[config.mk]
export PLATFORM = sky130hd
export DESIGN_NAME = deser_trama_flat
export DESIGN_NICKNAME = d
export VERILOG_FILES = /design/src/rtl/deser_trama_if.sv /design/src/rtl/deser_trama.sv /design/src/flat_wrapper.sv
export SDC_FILE = /design/constraint.sdc
export NUM_CORES = 1
export LEC_CHECK = 0
export CORE_UTILIZATION = 40
export DETAILED_ROUTE_END_ITERATION = 16
export SLEW_MARGIN = 20
export SYNTH_ARGS = -nofsm -noshare
export SYNTH_HDL_FRONTEND = slang
export SYNTH_SLANG_ARGS = --single-unit
[constraint.sdc]
create_clock -name clk -period 2.1 [get_ports clk]
set_clock_uncertainty 0.2 [all_clocks]
set_input_delay 0.525 -clock clk [delete_from_list [all_inputs] [get_ports clk]]
set_output_delay 0.525 -clock clk [all_outputs]
set_load 0.1 [all_outputs]
[src/rtl/deser_trama_if.sv]
// Serial-in / word-out bus of the frame deserializer.
// The master modport is the deserializer side, the slave modport is the consumer/line side.
interface deser_trama_if #(
    parameter int ANCHO     = 8,
    parameter int ANCHO_CNT = 8
);
    logic                 s_in;
    logic                 valido;
    logic                 listo;
    logic [ANCHO-1:0]     dato;
    logic                 dato_valido;
    logic                 fin_trama;
    logic                 trama_incompleta;
    logic [ANCHO_CNT-1:0] num_palabras;
    logic                 desborde;

    modport master (
        input  s_in, valido, listo,
        output dato, dato_valido, fin_trama, trama_incompleta, num_palabras, desborde
    );

    modport slave (
        output s_in, valido, listo,
        input  dato, dato_valido, fin_trama, trama_incompleta, num_palabras, desborde
    );
endinterface

[src/rtl/deser_trama.sv]
// Serial-to-parallel frame receiver behind the sequence detector: MSB-first words,
// one-deep valid/ready output register, end-of-frame word count and overflow report.
//
//   state  | meaning
//   ESPERA | idle; first bit of a frame is captured on the edge leaving this state
//   RECIBE | shifting bits while valido is high
//   FIN    | one-cycle end-of-frame; inputs ignored, partial bits cleared
module deser_trama #(
    parameter int ANCHO     = 8,
    parameter int ANCHO_CNT = 8
) (
    input  logic          clk,
    input  logic          rst,
    deser_trama_if.master bus
);
    localparam int                  ANCHO_BC = (ANCHO > 2) ? $clog2(ANCHO) : 1;
    localparam logic [ANCHO_BC-1:0] BC_ULT   = ANCHO_BC'(ANCHO - 1);

    localparam logic [2:0] ESPERA = 3'b001;
    localparam logic [2:0] RECIBE = 3'b010;
    localparam logic [2:0] FIN    = 3'b100;

    logic [2:0]           r_estado;
    logic [2:0]           w_estado_sig;
    logic [ANCHO-1:0]     r_sh;
    logic [ANCHO_BC-1:0]  r_cnt;
    logic [ANCHO-1:0]     r_dato;
    logic                 r_dato_valido;
    logic                 r_fin_trama;
    logic                 r_trama_incompleta;
    logic [ANCHO_CNT-1:0] r_num_palabras;
    logic                 r_desborde;

    logic                 w_inicio;
    logic                 w_captura;
    logic                 w_cierre;
    logic                 w_completa;
    logic                 w_acepta;
    logic                 w_descarta;
    logic [ANCHO-1:0]     w_palabra;

    always_ff @(posedge clk) begin
        if (!rst) r_estado <= ESPERA;
        else      r_estado <= w_estado_sig;
    end

    always_comb begin
        w_estado_sig = r_estado;
        case (r_estado)
            ESPERA:  if (bus.valido)  w_estado_sig = RECIBE;
            RECIBE:  if (!bus.valido) w_estado_sig = FIN;
            FIN:     w_estado_sig = ESPERA;
            default: w_estado_sig = ESPERA;
        endcase
    end

    always_comb begin
        w_inicio   = r_estado[0] & bus.valido;
        w_captura  = r_estado[1] & bus.valido;
        w_cierre   = r_estado[1] & ~bus.valido;
        w_completa = w_captura & (r_cnt == BC_ULT);
        w_palabra  = {r_sh[ANCHO-2:0], bus.s_in};
        // A finished word is kept only if the output slot is empty or being drained now.
        w_acepta   = w_completa & (~r_dato_valido | bus.listo);
        w_descarta = w_completa & r_dato_valido & ~bus.listo;
    end

    always_ff @(posedge clk) begin
        if (!rst) begin
            r_sh               <= '0;
            r_cnt              <= '0;
            r_dato             <= '0;
            r_dato_valido      <= 1'b0;
            r_fin_trama        <= 1'b0;
            r_trama_incompleta <= 1'b0;
            r_num_palabras     <= '0;
            r_desborde         <= 1'b0;
        end else begin
            r_fin_trama        <= w_cierre;
            r_trama_incompleta <= w_cierre & (r_cnt != '0);

            if (w_inicio) begin
                r_sh  <= {{(ANCHO-1){1'b0}}, bus.s_in};
                r_cnt <= ANCHO_BC'(1);
            end else if (w_captura) begin
                r_sh  <= w_palabra;
                r_cnt <= w_completa ? '0 : r_cnt + ANCHO_BC'(1);
            end else if (r_estado[2]) begin
                r_sh  <= '0;
                r_cnt <= '0;
            end

            if (w_inicio)
                r_num_palabras <= '0;
            else if (w_completa && (r_num_palabras != '1))
                r_num_palabras <= r_num_palabras + ANCHO_CNT'(1);

            if (w_acepta) begin
                r_dato        <= w_palabra;
                r_dato_valido <= 1'b1;
            end else if (r_dato_valido && bus.listo) begin
                r_dato_valido <= 1'b0;
            end

            if (w_descarta) r_desborde <= 1'b1;
        end
    end

    assign bus.dato             = r_dato;
    assign bus.dato_valido      = r_dato_valido;
    assign bus.fin_trama        = r_fin_trama;
    assign bus.trama_incompleta = r_trama_incompleta;
    assign bus.num_palabras     = r_num_palabras;
    assign bus.desborde         = r_desborde;
endmodule

[src/flat_wrapper.sv]
// flat-port wrapper written by rule: the top's interface ports become plain ports
module deser_trama_flat 
#(
    parameter int ANCHO     = 8,
    parameter int ANCHO_CNT = 8
)
  (clk, rst, bus_s_in, bus_valido, bus_listo, bus_dato, bus_dato_valido, bus_fin_trama, bus_trama_incompleta, bus_num_palabras, bus_desborde);
  deser_trama_if #(.ANCHO(ANCHO), .ANCHO_CNT(ANCHO_CNT)) bus_i ();
  input  logic clk;
  input  logic rst;
  input wire logic [$bits(bus_i.s_in)-1:0] bus_s_in;
  input wire logic [$bits(bus_i.valido)-1:0] bus_valido;
  input wire logic [$bits(bus_i.listo)-1:0] bus_listo;
  output wire logic [$bits(bus_i.dato)-1:0] bus_dato;
  output wire logic [$bits(bus_i.dato_valido)-1:0] bus_dato_valido;
  output wire logic [$bits(bus_i.fin_trama)-1:0] bus_fin_trama;
  output wire logic [$bits(bus_i.trama_incompleta)-1:0] bus_trama_incompleta;
  output wire logic [$bits(bus_i.num_palabras)-1:0] bus_num_palabras;
  output wire logic [$bits(bus_i.desborde)-1:0] bus_desborde;
  assign bus_i.s_in = bus_s_in;
  assign bus_i.valido = bus_valido;
  assign bus_i.listo = bus_listo;
  assign bus_dato = bus_i.dato;
  assign bus_dato_valido = bus_i.dato_valido;
  assign bus_fin_trama = bus_i.fin_trama;
  assign bus_trama_incompleta = bus_i.trama_incompleta;
  assign bus_num_palabras = bus_i.num_palabras;
  assign bus_desborde = bus_i.desborde;
  deser_trama #(.ANCHO(ANCHO), .ANCHO_CNT(ANCHO_CNT)) u_core (.clk(clk), .rst(rst), .bus(bus_i));
endmodule
==> flow_summary.ini <==
[sta]
setup_viol = 0
finalCriticalPeriod_ns = 1.92
grt_setup_unrepaired = no
relSlewSlack_pct = 72.0
fin_crit_sh_pct = 91.3
fmax_mhz = 522
hold_viol_final = 0
worst_pin_slew_ns = 0.416
slew_violations = 0
hold_ws_ns = 0.278

[synthesis]
yosysMostFrequentCell = dfxtp_1
yosysWarnings = 0
ys_types = 35
synth-async-reset-ratio_pct = 0
synth-adder-area-share_pct = 3.49
synth_xor_area_share_pct = 1.83
ys_ff_latch = 33
synth_top_family_by_area = simple AND/OR/NAND/NOR gates
synth_edf_count = 0
seq_area_frac_synth_pct = 46.1
syn_area_mm2 = 0.00143
ys.flop_type = dfxtp_1
synth_area_leaders = dfxtp_1 (46%), mux2i_1 (7.7%), nor2b_1 (4.8%)
syn_avg_cell_area_um2 = 9.55
synth_largest_area_cell = dfxtp_1
synth_nets = 159
synth.area.mux_share_pct = 7.69
yosys-top-cells-count = dfxtp_1 (33), nand2_1 (14), mux2i_1 (11), nor2b_1 (11), a21oi_1 (10)
synth_top_area_share_pct = 46.1
synth-simple-area-share_pct = 26.0
syn_inst = 150
synth_compound_area_share_pct = 10.6

[critical_path]
end_kind = flop
path_class = flop to flop
startpoint_type = flop
r2r_start = u_core.r_cnt[0]
crit_arrival_ns = 1.95
reg2regPathDepth = 7
cp_max_fo = 5
slowest_stage = dfxtp_1
crit_path_max_incr_delay_ns = 0.38
cpMostUsedCell = ha_1
path_buf_inv = 1
r2r_end = u_core.bus.num_palabras[7]
required_ns = 2.14
regToRegSetupSlack_ns = 0.18
critPathTopFamily = adder cells
cp_cell_sequence = ha_1 > ha_1 > nand3_4 > buf_4 > nor3_1 > mux2i_1 > nor2_1

[placed_design]
dp_cells = 224
place_area_mm2 = 0.00198
dpl.hpwl_um = 2220
gp_congestion = 0.785
portBuffers = 24

[route]
vias = 1174
wire_per_inst_um = 13.1
antenna_left = 0
dr.first_iter.drc_count = 27
via_per_inst = 5.06
firstDrtPassIters = 4
routed_wl_um = 3040
drcViolationCount = 0

[power]
powerDensity_mw_per_mm2 = 523
p_leak_nw = 0.715
power_mw = 1.07
vdd_drop_max_mv = 0.261

[cts]
cts.path.max_buffers = 2
cts_setup_buffers = 0
numCtsBuffers = 5
cts_max_level = 2
root_buffer = clkbuf_4
cts_tree = yes
insertion_delay_ns = 0.33
cts_resized = 0
hold_buffers = 0
path_clk_slew_ns = 0.11
cts_num_sinks = 33

[finish]
final_util_pct = 60.1
final_layout_size_suffix_gt1_share_pct = 24.2
final_area_mm2 = 0.00204
final_cells = 232
fillCellCount = 292
n_antenna_cell = 0
nets = 194
syn2layout_area_growth_pct = 42.3

[floorplan]
die_w_um = 61.8
io_pins = 25
fp.coreArea_mm2 = 0.00339
dieArea_mm2 = 0.00382
die_y_um = 61.8
start_util_pct = 42.3
rows = 21

[global_route]
grt_start_max_net_pins = 12
grt_pass1_vias = 1166
overflow = 0
antenna_found_initial = 0
grt_pass1_wl_um = 5090
grt_use_total_pct = 18.4

[job]
cap_violations = 0

[worst_hold_path]
holdPathEnd = u_core.r_sh[6]
hold_class = flop to flop
hold_path_depth = 2
hold_path_startpoint = u_core.r_sh[5]

[run_status]
status = complete, no violations
## sequential cells by signal, summed over array words and instances (netlist names)
name,cells
u_core.r_cnt,3
u_core.r_sh,7
u_core.bus.dato,8
u_core.bus.trama_incompleta,1
u_core.bus.fin_trama,1
u_core.r_estado,3
u_core.bus.num_palabras,8
u_core.bus.dato_valido,1
u_core.bus.desborde,1
## per-stage QoR
stage | TNS (ns) | worst slack, ns
2_1_floorplan | -0.0370 | -0.0370
3_3_place_gp | -0.607 | -0.0612
3_5_place_dp | -1.34 | -0.118
4_1_cts | 0 | 0.172
5_1_grt | 0 | 0.0148
6_report | 0 | 0.183
## placed cells by master (no fill, tap or decap), drive strengths merged, types with 2 or more instances in the layout
cell type / count
dfxtp: 33
or3: 4
clkbuf: 5
mux2i: 11
clkinv: 2
a211oi: 2
clkdlybuf4s50: 4
xor2: 2
o21ai: 5
a21oi: 10
a21boi: 3
buf: 31
nand3b: 8
and2: 3
o21a: 2
ha: 4
nor2b: 11
nor2: 5
nand3: 6
inv: 4
nor3: 3
and3: 2
nand2: 14
## worst reg2reg max path: cells and delay by family (launching register included)
kind | cells | cell delay, ns
adders and majority gates | 2 | 0.43
buffers and inverters | 1 | 0.17
DFF | 1 | 0.38
muxes | 1 | 0.22
and+or+nand+nor | 3 | 0.42
## logic make-up after synthesis
group	Yosys count
XOR/XNOR	3
AND/OR/NAND/NOR	63
multiplexers	11
buffers and inverters	11
flip-flops	33
AO/OA/AOI/OAI	25
adder cells (fa/ha/maj)	4
## layout make-up
| type | instances | area (µm²) | share of cell area, % |
|---|---|---|---|
| clock buffers | 5 | 37.5 | 1.84 |
| clock inverters | 3 | 17.5 | 0.859 |
| inverters | 4 | 15.0 | 0.737 |
| multi-input cells | 106 | 711 | 34.9 |
| flip-flops and latches | 33 | 664 | 32.6 |
| well taps | 46 | 57.6 | 2.82 |
| repair buffers | 35 | 536 | 26.3 |
## routing by layer
layer / share of wire, % / up-vias / global-route usage (%)
met3: 4.3 / 8 / 5.38
met5: 0 / - / 0
met1: 44 / 549 / 20.8
met4: 1.9 / 0 / 7.94
met2: 50 / 26 / 32.3
li1: - / 591 / -
## power by group
group	internal [mW]	switching [mW]
clock	0.126	0.228
sequential	0.633	0.0103
combinational	0.0330	0.0357
## worst max-delay path by stage
stage / from / cells after the start / to / slack, ns
after floorplan: u_core.bus.num_palabras[3] / 4 / u_core.bus.num_palabras[0] / -0.04
after global placement: bus_valido / 5 / u_core.bus.num_palabras[5] / -0.06
after detailed placement: bus_valido / 6 / u_core.bus.num_palabras[7] / -0.12
after CTS: u_core.r_cnt[0] / 7 / u_core.bus.num_palabras[7] / 0.17
after global routing: u_core.r_cnt[0] / 7 / u_core.bus.num_palabras[6] / 0.01
final: u_core.r_cnt[0] / 7 / u_core.bus.num_palabras[7] / 0.18
Note: power is estimated with default switching activity, not from simulation.
